`src/rtl/id_issue_stage_if.sv`:
```
// rtl/id_issue_stage_if.sv - fetch, write-back and ID/EX signal bundle for the decode/issue stage
interface id_issue_stage_if;
    logic        instr_valid;
    logic [31:0] instr;
    logic [31:0] instr_pc;
    logic        instr_ready;
    logic        wb_en;
    logic [4:0]  wb_addr;
    logic [31:0] wb_data;
    logic        ex_ready;
    logic        ex_valid;
    logic [31:0] d1;
    logic [31:0] d2;
    logic [5:0]  opcode;
    logic [5:0]  func;
    logic [4:0]  shamt;
    logic [15:0] immediate;
    logic [25:0] address;
    logic [4:0]  dest;
    logic [7:0]  control_EX;
    logic [31:0] pc_out;
    logic        illegal;

    modport slave (
        input  instr_valid, instr, instr_pc, wb_en, wb_addr, wb_data, ex_ready,
        output instr_ready, ex_valid, d1, d2, opcode, func, shamt, immediate,
               address, dest, control_EX, pc_out, illegal
    );

    modport master (
        output instr_valid, instr, instr_pc, wb_en, wb_addr, wb_data, ex_ready,
        input  instr_ready, ex_valid, d1, d2, opcode, func, shamt, immediate,
               address, dest, control_EX, pc_out, illegal
    );
endinterface

```
`src/rtl/id_issue_stage.sv`:
```
// rtl/id_issue_stage.sv - MIPS decode/issue stage with register file, ID/EX register and load-use stall
module id_issue_stage #(
    parameter int          HAZARD_BUBBLES = 1,
    parameter logic [31:0] RESET_PC_TAG   = 32'h0
) (
    input  logic            clock,
    input  logic            reset,
    id_issue_stage_if.slave bus
);
    localparam logic [5:0] OP_RTYPE = 6'b000000;
    localparam logic [5:0] OP_J     = 6'b000010;
    localparam logic [5:0] OP_JAL   = 6'b000011;
    localparam logic [5:0] OP_ADDI  = 6'b001000;
    localparam logic [5:0] OP_ADDIU = 6'b001001;
    localparam logic [5:0] OP_SLTI  = 6'b001010;
    localparam logic [5:0] OP_ANDI  = 6'b001100;
    localparam logic [5:0] OP_ORI   = 6'b001101;
    localparam logic [5:0] OP_LUI   = 6'b001111;
    localparam logic [5:0] OP_LW    = 6'b100011;
    localparam logic [5:0] OP_SW    = 6'b101011;

    localparam logic [7:0] C_LINK = 8'h80;
    localparam logic [7:0] C_JUMP = 8'h40;
    localparam logic [7:0] C_IMM  = 8'h20;
    localparam logic [7:0] C_RDST = 8'h10;
    localparam logic [7:0] C_M2R  = 8'h08;
    localparam logic [7:0] C_MWR  = 8'h04;
    localparam logic [7:0] C_MRD  = 8'h02;
    localparam logic [7:0] C_RWR  = 8'h01;

    localparam logic [1:0] BUB_INIT = 2'(HAZARD_BUBBLES - 1);

    typedef enum logic {RUN, STALL} state_t;

    state_t      state, state_nxt;
    logic [1:0]  bub_cnt, bub_cnt_nxt;
    logic [31:0] regs [32];

    logic [5:0]  op;
    logic [4:0]  rs, rt, rd, sh;
    logic [5:0]  fn;
    logic [7:0]  ctrl_dec;
    logic [4:0]  dest_dec;
    logic        ill_dec, rs_used, rt_used;
    logic [31:0] opa, opb;
    logic        hazard, load_en, ready, take;

    logic        valid_q, ill_q;
    logic [31:0] d1_q, d2_q, instr_q, pc_q;
    logic [7:0]  ctrl_q;
    logic [4:0]  dest_q;

    assign op = bus.instr[31:26];
    assign rs = bus.instr[25:21];
    assign rt = bus.instr[20:16];
    assign rd = bus.instr[15:11];
    assign sh = bus.instr[10:6];
    assign fn = bus.instr[5:0];

    always_comb begin
        ctrl_dec = 8'h00;
        dest_dec = 5'd0;
        ill_dec  = 1'b0;
        rs_used  = 1'b1;
        rt_used  = 1'b0;
        case (op)
            OP_RTYPE: begin
                rt_used = 1'b1;
                if (fn == 6'd0 && sh == 5'd0) begin
                    ctrl_dec = C_RDST;
                end else begin
                    ctrl_dec = C_RDST | C_RWR;
                    dest_dec = rd;
                end
            end
            OP_ADDI, OP_ADDIU, OP_SLTI, OP_ANDI, OP_ORI: begin
                ctrl_dec = C_IMM | C_RWR;
                dest_dec = rt;
            end
            OP_LUI: begin
                ctrl_dec = C_IMM | C_RWR;
                dest_dec = rt;
                rs_used  = 1'b0;
            end
            OP_LW: begin
                ctrl_dec = C_IMM | C_M2R | C_MRD | C_RWR;
                dest_dec = rt;
            end
            OP_SW: begin
                ctrl_dec = C_IMM | C_MWR;
                rt_used  = 1'b1;
            end
            OP_J: begin
                ctrl_dec = C_JUMP;
                rs_used  = 1'b0;
            end
            OP_JAL: begin
                ctrl_dec = C_LINK | C_JUMP | C_RWR;
                dest_dec = 5'd31;
                rs_used  = 1'b0;
            end
            default: ill_dec = 1'b1;
        endcase
    end

    // Write-through: a same-cycle write-back is forwarded to the operand read
    always_comb begin
        opa = 32'h0;
        opb = 32'h0;
        if (rs != 5'd0)
            opa = (bus.wb_en && bus.wb_addr == rs) ? bus.wb_data : regs[rs];
        if (rt != 5'd0)
            opb = (bus.wb_en && bus.wb_addr == rt) ? bus.wb_data : regs[rt];
    end

    assign hazard  = bus.instr_valid && valid_q && ctrl_q[1] && (dest_q != 5'd0) &&
                     ((rs_used && rs == dest_q) || (rt_used && rt == dest_q));
    assign load_en = !valid_q || bus.ex_ready;
    assign ready   = reset && (state == RUN) && !hazard && load_en;
    assign take    = bus.instr_valid && ready;

    always_comb begin
        state_nxt   = state;
        bub_cnt_nxt = bub_cnt;
        case (state)
            RUN: begin
                if (hazard && load_en) begin
                    bub_cnt_nxt = BUB_INIT;
                    if (BUB_INIT != 2'd0)
                        state_nxt = STALL;
                end
            end
            STALL: begin
                if (load_en) begin
                    bub_cnt_nxt = bub_cnt - 2'd1;
                    if (bub_cnt == 2'd1)
                        state_nxt = RUN;
                end
            end
            default: state_nxt = RUN;
        endcase
    end

    always_ff @(posedge clock or negedge reset) begin
        if (!reset) begin
            state   <= RUN;
            bub_cnt <= 2'd0;
        end else begin
            state   <= state_nxt;
            bub_cnt <= bub_cnt_nxt;
        end
    end

    always_ff @(posedge clock or negedge reset) begin
        if (!reset) begin
            for (int i = 0; i < 32; i++)
                regs[i] <= 32'h0;
        end else if (bus.wb_en && bus.wb_addr != 5'd0) begin
            regs[bus.wb_addr] <= bus.wb_data;
        end
    end

    // Without a transfer the load inserts a bubble; operand fields are left as they were
    always_ff @(posedge clock or negedge reset) begin
        if (!reset) begin
            valid_q <= 1'b0;
            ill_q   <= 1'b0;
            d1_q    <= 32'h0;
            d2_q    <= 32'h0;
            instr_q <= 32'h0;
            pc_q    <= RESET_PC_TAG;
            ctrl_q  <= 8'h00;
            dest_q  <= 5'd0;
        end else if (load_en) begin
            if (take) begin
                valid_q <= 1'b1;
                ill_q   <= ill_dec;
                d1_q    <= opa;
                d2_q    <= opb;
                instr_q <= bus.instr;
                pc_q    <= bus.instr_pc;
                ctrl_q  <= ctrl_dec;
                dest_q  <= dest_dec;
            end else begin
                valid_q <= 1'b0;
                ill_q   <= 1'b0;
                ctrl_q  <= 8'h00;
            end
        end
    end

    assign bus.instr_ready = ready;
    assign bus.ex_valid    = valid_q;
    assign bus.d1          = d1_q;
    assign bus.d2          = d2_q;
    assign bus.opcode      = instr_q[31:26];
    assign bus.func        = instr_q[5:0];
    assign bus.shamt       = instr_q[10:6];
    assign bus.immediate   = instr_q[15:0];
    assign bus.address     = instr_q[25:0];
    assign bus.dest        = dest_q;
    assign bus.control_EX  = ctrl_q;
    assign bus.pc_out      = pc_q;
    assign bus.illegal     = ill_q;
endmodule

```
`src/flat_wrapper.sv`:
```
// flat-port wrapper written by rule: the top's interface ports become plain ports
module id_issue_stage_flat 
#(
    parameter int          HAZARD_BUBBLES = 1,
    parameter logic [31:0] RESET_PC_TAG   = 32'h0
)
  (clock, reset, bus_instr_valid, bus_instr, bus_instr_pc, bus_wb_en, bus_wb_addr, bus_wb_data, bus_ex_ready, bus_instr_ready, bus_ex_valid, bus_d1, bus_d2, bus_opcode, bus_func, bus_shamt, bus_immediate, bus_address, bus_dest, bus_control_EX, bus_pc_out, bus_illegal);
  id_issue_stage_if bus_i ();
  input  logic clock;
  input  logic reset;
  input wire logic [$bits(bus_i.instr_valid)-1:0] bus_instr_valid;
  input wire logic [$bits(bus_i.instr)-1:0] bus_instr;
  input wire logic [$bits(bus_i.instr_pc)-1:0] bus_instr_pc;
  input wire logic [$bits(bus_i.wb_en)-1:0] bus_wb_en;
  input wire logic [$bits(bus_i.wb_addr)-1:0] bus_wb_addr;
  input wire logic [$bits(bus_i.wb_data)-1:0] bus_wb_data;
  input wire logic [$bits(bus_i.ex_ready)-1:0] bus_ex_ready;
  output wire logic [$bits(bus_i.instr_ready)-1:0] bus_instr_ready;
  output wire logic [$bits(bus_i.ex_valid)-1:0] bus_ex_valid;
  output wire logic [$bits(bus_i.d1)-1:0] bus_d1;
  output wire logic [$bits(bus_i.d2)-1:0] bus_d2;
  output wire logic [$bits(bus_i.opcode)-1:0] bus_opcode;
  output wire logic [$bits(bus_i.func)-1:0] bus_func;
  output wire logic [$bits(bus_i.shamt)-1:0] bus_shamt;
  output wire logic [$bits(bus_i.immediate)-1:0] bus_immediate;
  output wire logic [$bits(bus_i.address)-1:0] bus_address;
  output wire logic [$bits(bus_i.dest)-1:0] bus_dest;
  output wire logic [$bits(bus_i.control_EX)-1:0] bus_control_EX;
  output wire logic [$bits(bus_i.pc_out)-1:0] bus_pc_out;
  output wire logic [$bits(bus_i.illegal)-1:0] bus_illegal;
  assign bus_i.instr_valid = bus_instr_valid;
  assign bus_i.instr = bus_instr;
  assign bus_i.instr_pc = bus_instr_pc;
  assign bus_i.wb_en = bus_wb_en;
  assign bus_i.wb_addr = bus_wb_addr;
  assign bus_i.wb_data = bus_wb_data;
  assign bus_i.ex_ready = bus_ex_ready;
  assign bus_instr_ready = bus_i.instr_ready;
  assign bus_ex_valid = bus_i.ex_valid;
  assign bus_d1 = bus_i.d1;
  assign bus_d2 = bus_i.d2;
  assign bus_opcode = bus_i.opcode;
  assign bus_func = bus_i.func;
  assign bus_shamt = bus_i.shamt;
  assign bus_immediate = bus_i.immediate;
  assign bus_address = bus_i.address;
  assign bus_dest = bus_i.dest;
  assign bus_control_EX = bus_i.control_EX;
  assign bus_pc_out = bus_i.pc_out;
  assign bus_illegal = bus_i.illegal;
  id_issue_stage #(.HAZARD_BUBBLES(HAZARD_BUBBLES), .RESET_PC_TAG(RESET_PC_TAG)) u_core (.clock(clock), .reset(reset), .bus(bus_i));
endmodule
```
`config.mk`:
```
export PLATFORM = sky130hd
export DESIGN_NAME = id_issue_stage_flat
export DESIGN_NICKNAME = d
export VERILOG_FILES = /design/src/rtl/id_issue_stage_if.sv /design/src/rtl/id_issue_stage.sv /design/src/flat_wrapper.sv
export SDC_FILE = /design/constraint.sdc
export NUM_CORES = 2
export LEC_CHECK = 0
export BUFFER_PORTS_ARGS = -buffer_cell sky130_fd_sc_hd__buf_2
export CORE_MARGIN = 2
export CORE_UTILIZATION = 38
export CTS_BUF_LIST = sky130_fd_sc_hd__clkbuf_2
export DETAILED_ROUTE_END_ITERATION = 7
export SETUP_SLACK_MARGIN = 0.2
export SYNTH_ARGS = -nofsm -noshare
export SYNTH_HDL_FRONTEND = slang
export SYNTH_SLANG_ARGS = --single-unit
```
`constraint.sdc`:
```
create_clock -name clock -period 2.7 [get_ports clock]
set_input_delay 0.27 -clock clock [delete_from_list [all_inputs] [get_ports clock]]
set_output_delay 0.27 -clock clock [all_outputs]
set_load 0.005 [all_outputs]
```
==> results.json <==
{
  "status": "finished, violations left",
  "failed_checks": "hold timing, setup timing",
  "numCtsBuffers": 322,
  "gp_congestion": 0.8312,
  "fin_skew_ns": 0.1492,
  "hold_slack_ns": -0.04404,
  "cp-end-kind": "output pin",
  "fp-row-count": 146,
  "avgSynthCellArea_um2": 14.05,
  "layout.nets": 5224,
  "cp-start-kind": "flip-flop",
  "ys_types": 57,
  "timing.critical_path.from": "u_core.bus.dest[2]$_DFFE_PN0P_",
  "drt-pass1-iter-count": 6,
  "grt_max_degree": 146,
  "cts_buffer_depth": 4,
  "drive_gt1_share_pct": 48.49,
  "synth_compound_area_share_pct": 6.528,
  "worstPathRequired_ns": 2.43,
  "clock.fmax_ghz": 0.2715,
  "min_period_ns": 3.683,
  "maxCapViolations": 0,
  "worstSkewPairLatency_ns": 1.75,
  "clk_pin_slew_ns": 0.11,
  "drc": 0,
  "final_hold_viol_count": 2,
  "placeableCoreArea_um2": 158600,
  "p_int_mw": 32.19,
  "yosysSeqAreaShare_pct": 48.11,
  "yosysWarnings": 0,
  "cts_num_sinks": 1169,
  "rsz0062_at_grt": "yes",
  "grt_pass1_vias": 46280,
  "track_usage_pct": 27.29,
  "hp-class": "primary input to flip-flop",
  "p_leak_nw": 33.00,
  "port_buffers": 276,
  "grt-ovfl-total": 0,
  "fin_cells": 7399,
  "antenna_found_initial": 8,
  "ys_ff_latch": 1169,
  "wirelength_mm": 225.2,
  "synthMuxAreaShare_pct": 39.70,
  "crit_path_max_fanout": 2,
  "powerDensity_nw_per_um2": 639.7,
  "final_cell_mix": "dfrtp_1 (1153), mux2_2 (992), clkbuf_2 (464)",
  "fin_area_um2": 73700,
  "fin_setup_tns_ns": -105.59,
  "vias": 45044,
  "power_frac_comb_pct": 24.1,
  "reg2reg_from": "u_core.bus.dest[0]$_DFFE_PN0P_",
  "setup_ws_ns": -0.9832,
  "htreeDepth": 5,
  "slew_viol_final": 0,
  "synthArstFlopShare_pct": 100.0,
  "io_pins": 277,
  "die_w_um": 404.0,
  "final_common_cell": "dfrtp_1",
  "min_period_over_period_pct": 136.4,
  "cts-hold-fix-buffers": 360,
  "cts-root-buf": "clkbuf_2",
  "cts_tree": "built",
  "synth_top_flop_cell": "dfrtp_1",
  "viasPerCell": 6.088,
  "power.share.switching_pct": 31.72,
  "initial_core_util_pct": 38.34,
  "synth_fa_ha_area_share_pct": 0.02058,
  "syn_area_um2": 60800,
  "syn_nets": 4434,
  "hpwlAfterDp_mm": 123.9,
  "synthesis.instances": 4327,
  "pwr-share-clk_pct": 26.3,
  "dp_cells": 6427,
  "place_area_um2": 66070,
  "nFillCells": 14200,
  "cp.arrival_ns": 3.41,
  "post_drt_wl_per_cell_um": 30.44,
  "hp-start": "bus_instr[31]",
  "synthXorXnorAreaFrac_pct": 0.2881,
  "ant_nets": 0,
  "total_power_mw": 47.15,
  "yosys.area_share.simple_pct": 1.655,
  "power_frac_seq_pct": 49.6,
  "drt-initial-drc-count": 4547,
  "worst_pin_slew_ns": 1.248,
  "p_sw_mw": 14.96,
  "synth_edf_count": 0,
  "irDropWorstVdd_v": 0.0004901,
  "grt_pass1_wl_mm": 325.9,
  "worstSetupPathType": "flip-flop to output pin",
  "synth_top_family_by_area": "multiplexers",
  "setup_viol": 143,
  "dieArea_um2": 163200,
  "area_growth_pct": 21.22,
  "maxSlewHeadroom_pct": 16.55,
  "die_y_um": 404.0
}
metrics by stage:
stage                     util, %  setup WS (ns)
after floorplan                 -         0.2004
after global placement      41.67       -0.03215
after detailed placement    41.67       -0.04879
after CTS                   46.41         -1.206
after global routing        46.48         -1.167
final                       46.48        -0.9832
flip-flops by register name (all words and copies together), names as in the netlist:
name,count
u_core.bub_cnt,2
u_core.bus.control_EX,7
u_core.bus.d1,32
u_core.bus.d2,32
u_core.bus.dest,5
u_core.bus.ex_valid,1
u_core.bus.illegal,1
u_core.bus.pc_out,32
u_core.instr_q,32
u_core.regs,1024
u_core.state,1
routing by layer:
metal	GRT usage (%)	vias up	wire length (um)
met5	0	-	41
met3	7.291	554	20210
met1	36.40	23883	92950
met4	11.51	6	9363
li1	-	18323	-
met2	42.04	2278	102700
final timing paths:
kind	end	slack (ns)	cells past startpoint
max	bus_instr_ready	-0.98	7
min	u_core.bub_cnt[1]$_DFFE_PN0P_	-0.04	10
max reg2reg	u_core.bus.d2[20]$_DFFE_PN0P_	-0.88	20
min reg2reg	u_core.regs[996]$_DFFE_PN0P_	0.40	0
max in group asynchronous	u_core.regs[104]$_DFFE_PN0P_	0.81	13
min in group asynchronous	u_core.regs[1015]$_DFFE_PN0P_	0.36	11
cell usage after synthesis (all sizes together), types with 3 or more instances:
cell type / count / area [um^2]
a221oi: 49 / 429.2
nor2: 36 / 135.1
mux2: 1088 / 12370
nand3b: 6 / 45.04
o221ai: 85 / 744.5
inv: 3 / 11.26
nand2: 71 / 266.5
a31oi: 17 / 106.4
xor2: 5 / 43.79
a22o: 3 / 26.28
buf: 196 / 1023
a21oi: 209 / 1046
o21ai: 67 / 335.3
and2: 3 / 18.77
mux2i: 381 / 3814
nor4: 7 / 50.05
a221o: 5 / 50.05
o41ai: 3 / 26.28
nor2b: 10 / 62.56
a211o: 11 / 96.34
dfrtp: 1169 / 29250
or3: 15 / 93.84
a211oi: 48 / 360.4
nand4: 4 / 25.02
nand2b: 4 / 25.02
clkbuf: 323 / 1212
o22ai: 42 / 262.8
nand3: 19 / 95.09
nor3: 9 / 67.56
mux4: 353 / 7950
nand4b: 3 / 26.28
a2bb2oi: 16 / 140.1
a32oi: 31 / 271.5
xnor2: 15 / 131.4
or3b: 3 / 26.28
worst max-delay path, cell delays in order (launching register included):
cell       delay (ns)
dfrtp_1          0.40
or4_4            0.55
o2111ai_4        0.22
buf_6            0.13
nor3_4           0.04
nor3_4           0.18
buf_12           0.15
buf_6            0.09
power groups by stage:
| stage | sequential, mW | combinational, mW | clock [mW] |
|---|---|---|---|
| 2_1_floorplan | 22.7 | 7.29 | 0 |
| 3_3_place_gp | 23.4 | 10.0 | 0 |
| 3_5_place_dp | 23.6 | 10.2 | 0 |
| 4_1_cts | 23.2 | 11.2 | 12.7 |
| 5_1_grt | 23.8 | 12.1 | 13.6 |
| 6_report | 23.4 | 11.4 | 12.4 |
area by class of cell:
| cell class | count | area, um^2 | share of cell area [%] |
|---|---|---|---|
| clock inverter | 66 | 307.8 | 0.4176 |
| antenna | 4 | 10.01 | 0.01358 |
| tap | 2072 | 2592 | 3.518 |
| sequential | 1169 | 29270 | 39.72 |
| multi-input combinational | 2637 | 29560 | 40.11 |
| timing repair buffer | 984 | 9623 | 13.06 |
| clock buffer | 464 | 2322 | 3.151 |
| inverter | 3 | 11.26 | 0.01528 |
logic make-up after synthesis:
family,after synthesis
flops,1169
fa+ha+maj,1
xor+xnor,20
simple gates,199
buf+inv,522
compound gates,594
mux,1822
repair_timing:
| action | 4_1_cts | 5_1_grt |
|---|---|---|
| gates resized for setup | 70 | 17 |
| endpoints found under the hold margin | 2306 | 3 |
| pin swaps | 3 | 5 |
| buffers inserted | 72 | 1 |
| cloned | 5 | 0 |
| setup endpoints to repair | 268 | 326 |
Note: power is estimated with default switching activity, not from simulation.
